--- src/rtl/tlc_chain_receiver.sv ---
// Receive end of a TLC5940-style LED daisy chain. Every pin is synchronised
// to the system clock and edge detected. Serial frames are rebuilt in a
// chain-length shift register and latched into grayscale or dot-correction
// storage on xlat. A per-channel grayscale PWM runs from gsclk/blank.
`timescale 1ns/1ps

module tlc_chain_receiver #(
    parameter int DEVICES = 3,
    parameter int SYNC    = 2
) (
    input  logic                      clock,
    input  logic                      reset_n,
    input  logic                      led_sclk,
    input  logic                      led_sin,
    input  logic                      led_xlat,
    input  logic                      led_mode,
    input  logic                      led_blank,
    input  logic                      led_gsclk,
    output logic [DEVICES*16-1:0]     pwm_out,
    output logic [DEVICES*16*12-1:0]  gs_latched,
    output logic [DEVICES*16*6-1:0]   dc_latched,
    output logic [11:0]               gs_count,
    output logic                      frame_done,
    output logic                      len_err
);

    localparam int CH = DEVICES * 16;
    localparam int GS = DEVICES * 192;
    localparam int DC = DEVICES * 96;

    // Bit counter is 10 bits wide and saturates, so lengths are compared in that width.
    localparam logic [9:0] GS_LEN  = 10'(GS);
    localparam logic [9:0] DC_LEN  = 10'(DC);
    localparam logic [9:0] CNT_MAX = 10'h3FF;

    localparam logic [1:0] BLANKED  = 2'd0;
    localparam logic [1:0] COUNTING = 2'd1;
    localparam logic [1:0] DONE     = 2'd2;

    logic [SYNC-1:0] sclk_sync, sin_sync, xlat_sync, mode_sync, blank_sync, gsclk_sync;

    // Stage p0: synchronised pin levels
    logic sclk_p0, sin_p0, xlat_p0, mode_p0, blank_p0, gsclk_p0;
    // Stage p1: previous synchronised level for rise detection
    logic sclk_p1, xlat_p1, gsclk_p1;

    logic sclk_rise, xlat_rise, gsclk_rise;

    logic [GS-1:0] sr;
    logic [GS-1:0] sr_next;
    logic [9:0]    bit_cnt;
    logic [9:0]    cnt_next;
    logic [1:0]    state;

    assign sclk_p0  = sclk_sync[SYNC-1];
    assign sin_p0   = sin_sync[SYNC-1];
    assign xlat_p0  = xlat_sync[SYNC-1];
    assign mode_p0  = mode_sync[SYNC-1];
    assign blank_p0 = blank_sync[SYNC-1];
    assign gsclk_p0 = gsclk_sync[SYNC-1];

    assign sclk_rise  = sclk_p0  & ~sclk_p1;
    assign xlat_rise  = xlat_p0  & ~xlat_p1;
    assign gsclk_rise = gsclk_p0 & ~gsclk_p1;

    // Synchroniser chains; blank powers up asserted so outputs stay dark until released.
    always_ff @(posedge clock or negedge reset_n) begin
        if (!reset_n) begin
            sclk_sync  <= '0;
            sin_sync   <= '0;
            xlat_sync  <= '0;
            mode_sync  <= '0;
            blank_sync <= '1;
            gsclk_sync <= '0;
        end else begin
            sclk_sync  <= {sclk_sync[SYNC-2:0],  led_sclk};
            sin_sync   <= {sin_sync[SYNC-2:0],   led_sin};
            xlat_sync  <= {xlat_sync[SYNC-2:0],  led_xlat};
            mode_sync  <= {mode_sync[SYNC-2:0],  led_mode};
            blank_sync <= {blank_sync[SYNC-2:0], led_blank};
            gsclk_sync <= {gsclk_sync[SYNC-2:0], led_gsclk};
        end
    end

    // One-flop edge detectors on the strobe-like pins.
    always_ff @(posedge clock or negedge reset_n) begin
        if (!reset_n) begin
            sclk_p1  <= 1'b0;
            xlat_p1  <= 1'b0;
            gsclk_p1 <= 1'b0;
        end else begin
            sclk_p1  <= sclk_p0;
            xlat_p1  <= xlat_p0;
            gsclk_p1 <= gsclk_p0;
        end
    end

    // Shift result for this cycle, so a coincident xlat latches the just-shifted bit.
    always_comb begin
        sr_next  = sr;
        cnt_next = bit_cnt;
        if (sclk_rise) begin
            sr_next = {sr[GS-2:0], sin_p0};
            if (bit_cnt != CNT_MAX) begin
                cnt_next = bit_cnt + 10'd1;
            end
        end
    end

    // Shift register, bit counter and frame latches with length check.
    always_ff @(posedge clock or negedge reset_n) begin
        if (!reset_n) begin
            sr         <= '0;
            bit_cnt    <= '0;
            gs_latched <= '0;
            dc_latched <= '0;
            frame_done <= 1'b0;
            len_err    <= 1'b0;
        end else begin
            sr         <= sr_next;
            frame_done <= 1'b0;
            len_err    <= 1'b0;
            if (xlat_rise) begin
                bit_cnt    <= '0;
                frame_done <= 1'b1;
                if (mode_p0) begin
                    dc_latched <= sr_next[DC-1:0];
                    len_err    <= (cnt_next != DC_LEN);
                end else begin
                    gs_latched <= sr_next[GS-1:0];
                    len_err    <= (cnt_next != GS_LEN);
                end
            end else begin
                bit_cnt <= cnt_next;
            end
        end
    end

    // Grayscale counter FSM: blank dominates, count stops and parks at 4095.
    always_ff @(posedge clock or negedge reset_n) begin
        if (!reset_n) begin
            state    <= BLANKED;
            gs_count <= '0;
        end else if (blank_p0) begin
            state    <= BLANKED;
            gs_count <= '0;
        end else begin
            case (state)
                BLANKED: begin
                    state <= COUNTING;
                end
                COUNTING: begin
                    if (gsclk_rise) begin
                        gs_count <= gs_count + 12'd1;
                        if (gs_count == 12'hFFE) begin
                            state <= DONE;
                        end
                    end
                end
                DONE: begin
                    state <= DONE;
                end
                default: begin
                    state <= BLANKED;
                end
            endcase
        end
    end

    // Registered channel outputs: lit while counting and below the latched level.
    always_ff @(posedge clock or negedge reset_n) begin
        if (!reset_n) begin
            pwm_out <= '0;
        end else begin
            for (int n = 0; n < CH; n++) begin
                pwm_out[n] <= (state == COUNTING) && (gs_count < gs_latched[12*n +: 12]);
            end
        end
    end

endmodule

--- config.mk ---
export PLATFORM = sky130hd
export DESIGN_NAME = tlc_chain_receiver
export DESIGN_NICKNAME = d
export VERILOG_FILES = /design/src/rtl/tlc_chain_receiver.sv
export SDC_FILE = /design/constraint.sdc
export NUM_CORES = 2
export LEC_CHECK = 0
export CAP_MARGIN = 15
export CORE_MARGIN = 2
export CORE_UTILIZATION = 35
export DETAILED_ROUTE_END_ITERATION = 7
export GPL_TIMING_DRIVEN = 0
export PLACE_DENSITY = 0.65
export SYNTH_ARGS = -nofsm -noshare
export SYNTH_HDL_FRONTEND = slang
export SYNTH_SLANG_ARGS = --single-unit
--- constraint.sdc ---
create_clock -name clock -period 4 [get_ports clock]
set_input_delay 0.8 -clock clock [delete_from_list [all_inputs] [get_ports clock]]
set_output_delay 0.8 -clock clock [all_outputs]
set_load 0.02 [all_outputs]
==> impl_metrics.env <==
export IMPL_power_density_nw_per_um2=446
export IMPL_critPathRequiredTime_ns=3.20
export IMPL_fin_area_um2=87500
export IMPL_worst_pin_slew_ns=1.28
export IMPL_rows=162
export IMPL_ant_nets=0
export IMPL_multi_input_area_um2=25700
export IMPL_first_iter_violations=3557
export IMPL_fmax_mhz=269
export IMPL_io_pins=934
export IMPL_arrival_ns=2.92
export IMPL_regArea_um2=38300
export IMPL_final_setup_skew_ns=0.0431
export IMPL_path_class="register to primary output"
export IMPL_cp_end_kind="primary output"
export IMPL_die_w_um=446
export IMPL_status="finished clean"
export IMPL_cts_buffers=169
export IMPL_grt_pass1_vias=54006
export IMPL_synth_warnings=0
export IMPL_ys_ff_latch=1529
export IMPL_final_net_count=8549
export IMPL_dpl_cell_area_um2=81700
export IMPL_setup_viol=0
export IMPL_die_area_um2=199000
export IMPL_vias=53399
export IMPL_track_usage=0.239
export IMPL_first_pass_iters=7
export IMPL_syn_area_um2=68400
export IMPL_htreeDepth=4
export IMPL_ys_flop_type="dfrtp_1"
export IMPL_synth_avg_cell_area_um2=9.95
export IMPL_synth_adder_area_share=0.0975
export IMPL_dieHeight_um=446
export IMPL_synthCells=6873
export IMPL_synth_fp_nets=7414
export IMPL_ys_seq_area_frac=0.560
export IMPL_cts_root_buf="clkbuf_16"
export IMPL_ir_drop_uv=407
export IMPL_tns_ns=0
export IMPL_drive_gt1_frac=0.0631
export IMPL_io_buffers=933
export IMPL_maxCapViolations=0
export IMPL_start_util=0.351
export IMPL_area_growth_synth_to_final_pct=28.0
export IMPL_wl_per_cell_um=22.5
export IMPL_path_clk_slew_ns=0.06
export IMPL_antenna_found_initial=9
export IMPL_drt_total_wl_mm=240
export IMPL_cts_resized_gates=0
export IMPL_core_area_um2=195000
export IMPL_synthSimpleGateAreaFrac=0.124
export IMPL_grt_max_degree=182
export IMPL_synth_mux_area_frac=0.0469
export IMPL_cts_path_max_buffers=3
export IMPL_clkLatencyLatePin_ns=0.85
export IMPL_cts_sinks=1529
export IMPL_crit_fanout=30
export IMPL_cts_tree="built"
export IMPL_utilization=0.450
export IMPL_synth_edf_count=0
export IMPL_rsz0062_at_grt="no"
export IMPL_period_share=0.929
export IMPL_grt_pass1_wl_mm=353
export IMPL_dp_hpwl_mm=174
export IMPL_period_needed_ns=3.72
export IMPL_hold_violations=0
export IMPL_globalRoute_totalOverflow=0
export IMPL_synthXorXnorAreaFrac=0.00154
export IMPL_leakagePower_nw=44.7
export IMPL_synthArstFlopShare=1.00
export IMPL_drc_errors=0
export IMPL_vias_per_cell=4.99
export IMPL_fillers=18185
export IMPL_synth_top_family_by_area="simple AND/OR/NAND/NOR gates"
export IMPL_synth_distinct_cells=46
export IMPL_synth_compound_area_share=0.105
export IMPL_maxSlewHeadroom=0.145
export IMPL_critical_path_startpoint_type="register"
export IMPL_hold_path_class="register to register"
export IMPL_gp_congestion=0.888
export IMPL_finalMaxSlewViolations=0
-- timing repair --
| item | CTS | global route |
|---|---|---|
| setup endpoints to repair | 0 | 0 |
| hold buffers | 1 | 0 |
| setup buffers | 0 | 0 |
| hold endpoints to repair | 43 | 0 |
-- Yosys cell counts (all sizes together) (2+ instances only) --
cell type | number | area share
nor4 | 2 | 0.00018
inv | 822 | 0.045
dfrtp | 1527 | 0.56
nor2 | 321 | 0.018
nand3 | 9 | 0.00066
nor2b | 48 | 0.0044
dfstp | 2 | 0.00077
buf | 176 | 0.013
nand2 | 1429 | 0.079
xor2 | 9 | 0.0012
a31oi | 3 | 0.00037
clkbuf | 121 | 0.0066
a21o | 192 | 0.021
nand3b | 48 | 0.0053
nor3 | 8 | 0.00059
o21ai | 651 | 0.048
ha | 533 | 0.098
and2 | 2 | 0.00018
mux2i | 291 | 0.043
a21oi | 484 | 0.035
nand4b | 2 | 0.00035
mux2 | 25 | 0.0041
nand4 | 53 | 0.0048
nand2b | 52 | 0.0048
and4 | 49 | 0.0063
or3 | 2 | 0.00026
xnor2 | 3 | 0.00038
-- state kept, by name (all words and copies together) (netlist names), 2 cells and up --
register / count
mode_sync: 2
sr: 576
pwm_out: 48
sin_sync: 2
bit_cnt: 10
dc_latched: 288
gs_latched: 576
gsclk_sync: 2
sclk_sync: 2
gs_count: 12
xlat_sync: 2
state: 2
blank_sync: 2
-- cells in the final DEF, fill, tap and decap left out, drive strengths merged, types with 3 or more instances in the layout --
| master | count |
|---|---|
| dfrtp | 1527 |
| nand2 | 1429 |
| clkdlybuf4s50 | 932 |
| inv | 830 |
| o21ai | 651 |
| ha | 533 |
| a21oi | 484 |
| clkbuf | 358 |
| nor2 | 321 |
| mux2i | 291 |
| buf | 207 |
| a21o | 192 |
| nand4 | 53 |
| nand2b | 52 |
| and4 | 49 |
| nor2b | 48 |
| nand3b | 48 |
| clkinv | 43 |
| mux2 | 25 |
| bufinv | 15 |
| nand3 | 9 |
| xor2 | 9 |
| nor3 | 8 |
| clkinvlp | 8 |
| diode | 3 |
| xnor2 | 3 |
| a31oi | 3 |
-- worst paths after layout --
kind	slack, ns	cells after the start	from	endpoint
min	0.35	0	mode_sync[0]$_DFF_PN0_	mode_sync[1]$_DFF_PN0_
min reg2reg	0.35	0	mode_sync[0]$_DFF_PN0_	mode_sync[1]$_DFF_PN0_
min in group asynchronous	0.49	2	reset_n	sr[371]$_DFF_PN0_
max reg2reg	0.87	6	xlat_p1$_DFF_PN0_	gs_latched[255]$_DFFE_PN0P_
max	0.28	2	gs_count[6]$_DFFE_PN0P_	gs_count[6]
max in group asynchronous	0.65	6	reset_n	pwm_out[20]$_DFF_PN0_
-- logic make-up after synthesis --
| family | after synthesis |
|---|---|
| simple gates | 2027 |
| flops | 1529 |
| buf+inv | 1119 |
| compound gates | 1337 |
| xor+xnor | 12 |
| fa+ha+maj | 533 |
| mux | 316 |
-- area by class of cell --
class                   count  area share
plain buffers             297      0.0154
multi-input cells        4225       0.293
repair buffers            964       0.115
diodes                      3   0.0000858
clock buffers             237      0.0559
inverters                 822      0.0352
clock inverters            74      0.0108
flip-flops and latches   1529       0.438
well taps                2542      0.0363
-- where the power goes --
group          total (mW)  internal (mW)  switching [mW]
registers            16.9           16.2           0.663
logic                5.74           2.17            3.57
clock network        16.4           9.57            6.82
total                39.0           28.0            11.1
-- critical path: stages, from the launching register on --
cell and delay, ns:
dfrtp_4 1.04, buf_16 0.35, clkdlybuf4s50_1 0.67
-- layer usage --
layer	GRT usage	up-vias	wire length (um)
li1	-	24729	-
met1	0.285	26604	95100
met2	0.389	1585	113000
met3	0.0583	481	15900
met4	0.145	0	16300
met5	0	-	0
-- stage by stage --
step | hold WS [ns] | instances | power, mW | setup slack, ns
floorplan | 0.331 | 6873 | 19.7 | 1.45
global placement | 0.336 | 10348 | 22.7 | -67.17
detailed placement | 0.336 | 10378 | 22.9 | 0.352
CTS | 0.278 | 10690 | 39.4 | 0.173
global route | 0.318 | 10692 | 40.5 | 0.201
finish | 0.353 | 10693 | 39.0 | 0.282
Power figures use the tool's default switching activity.
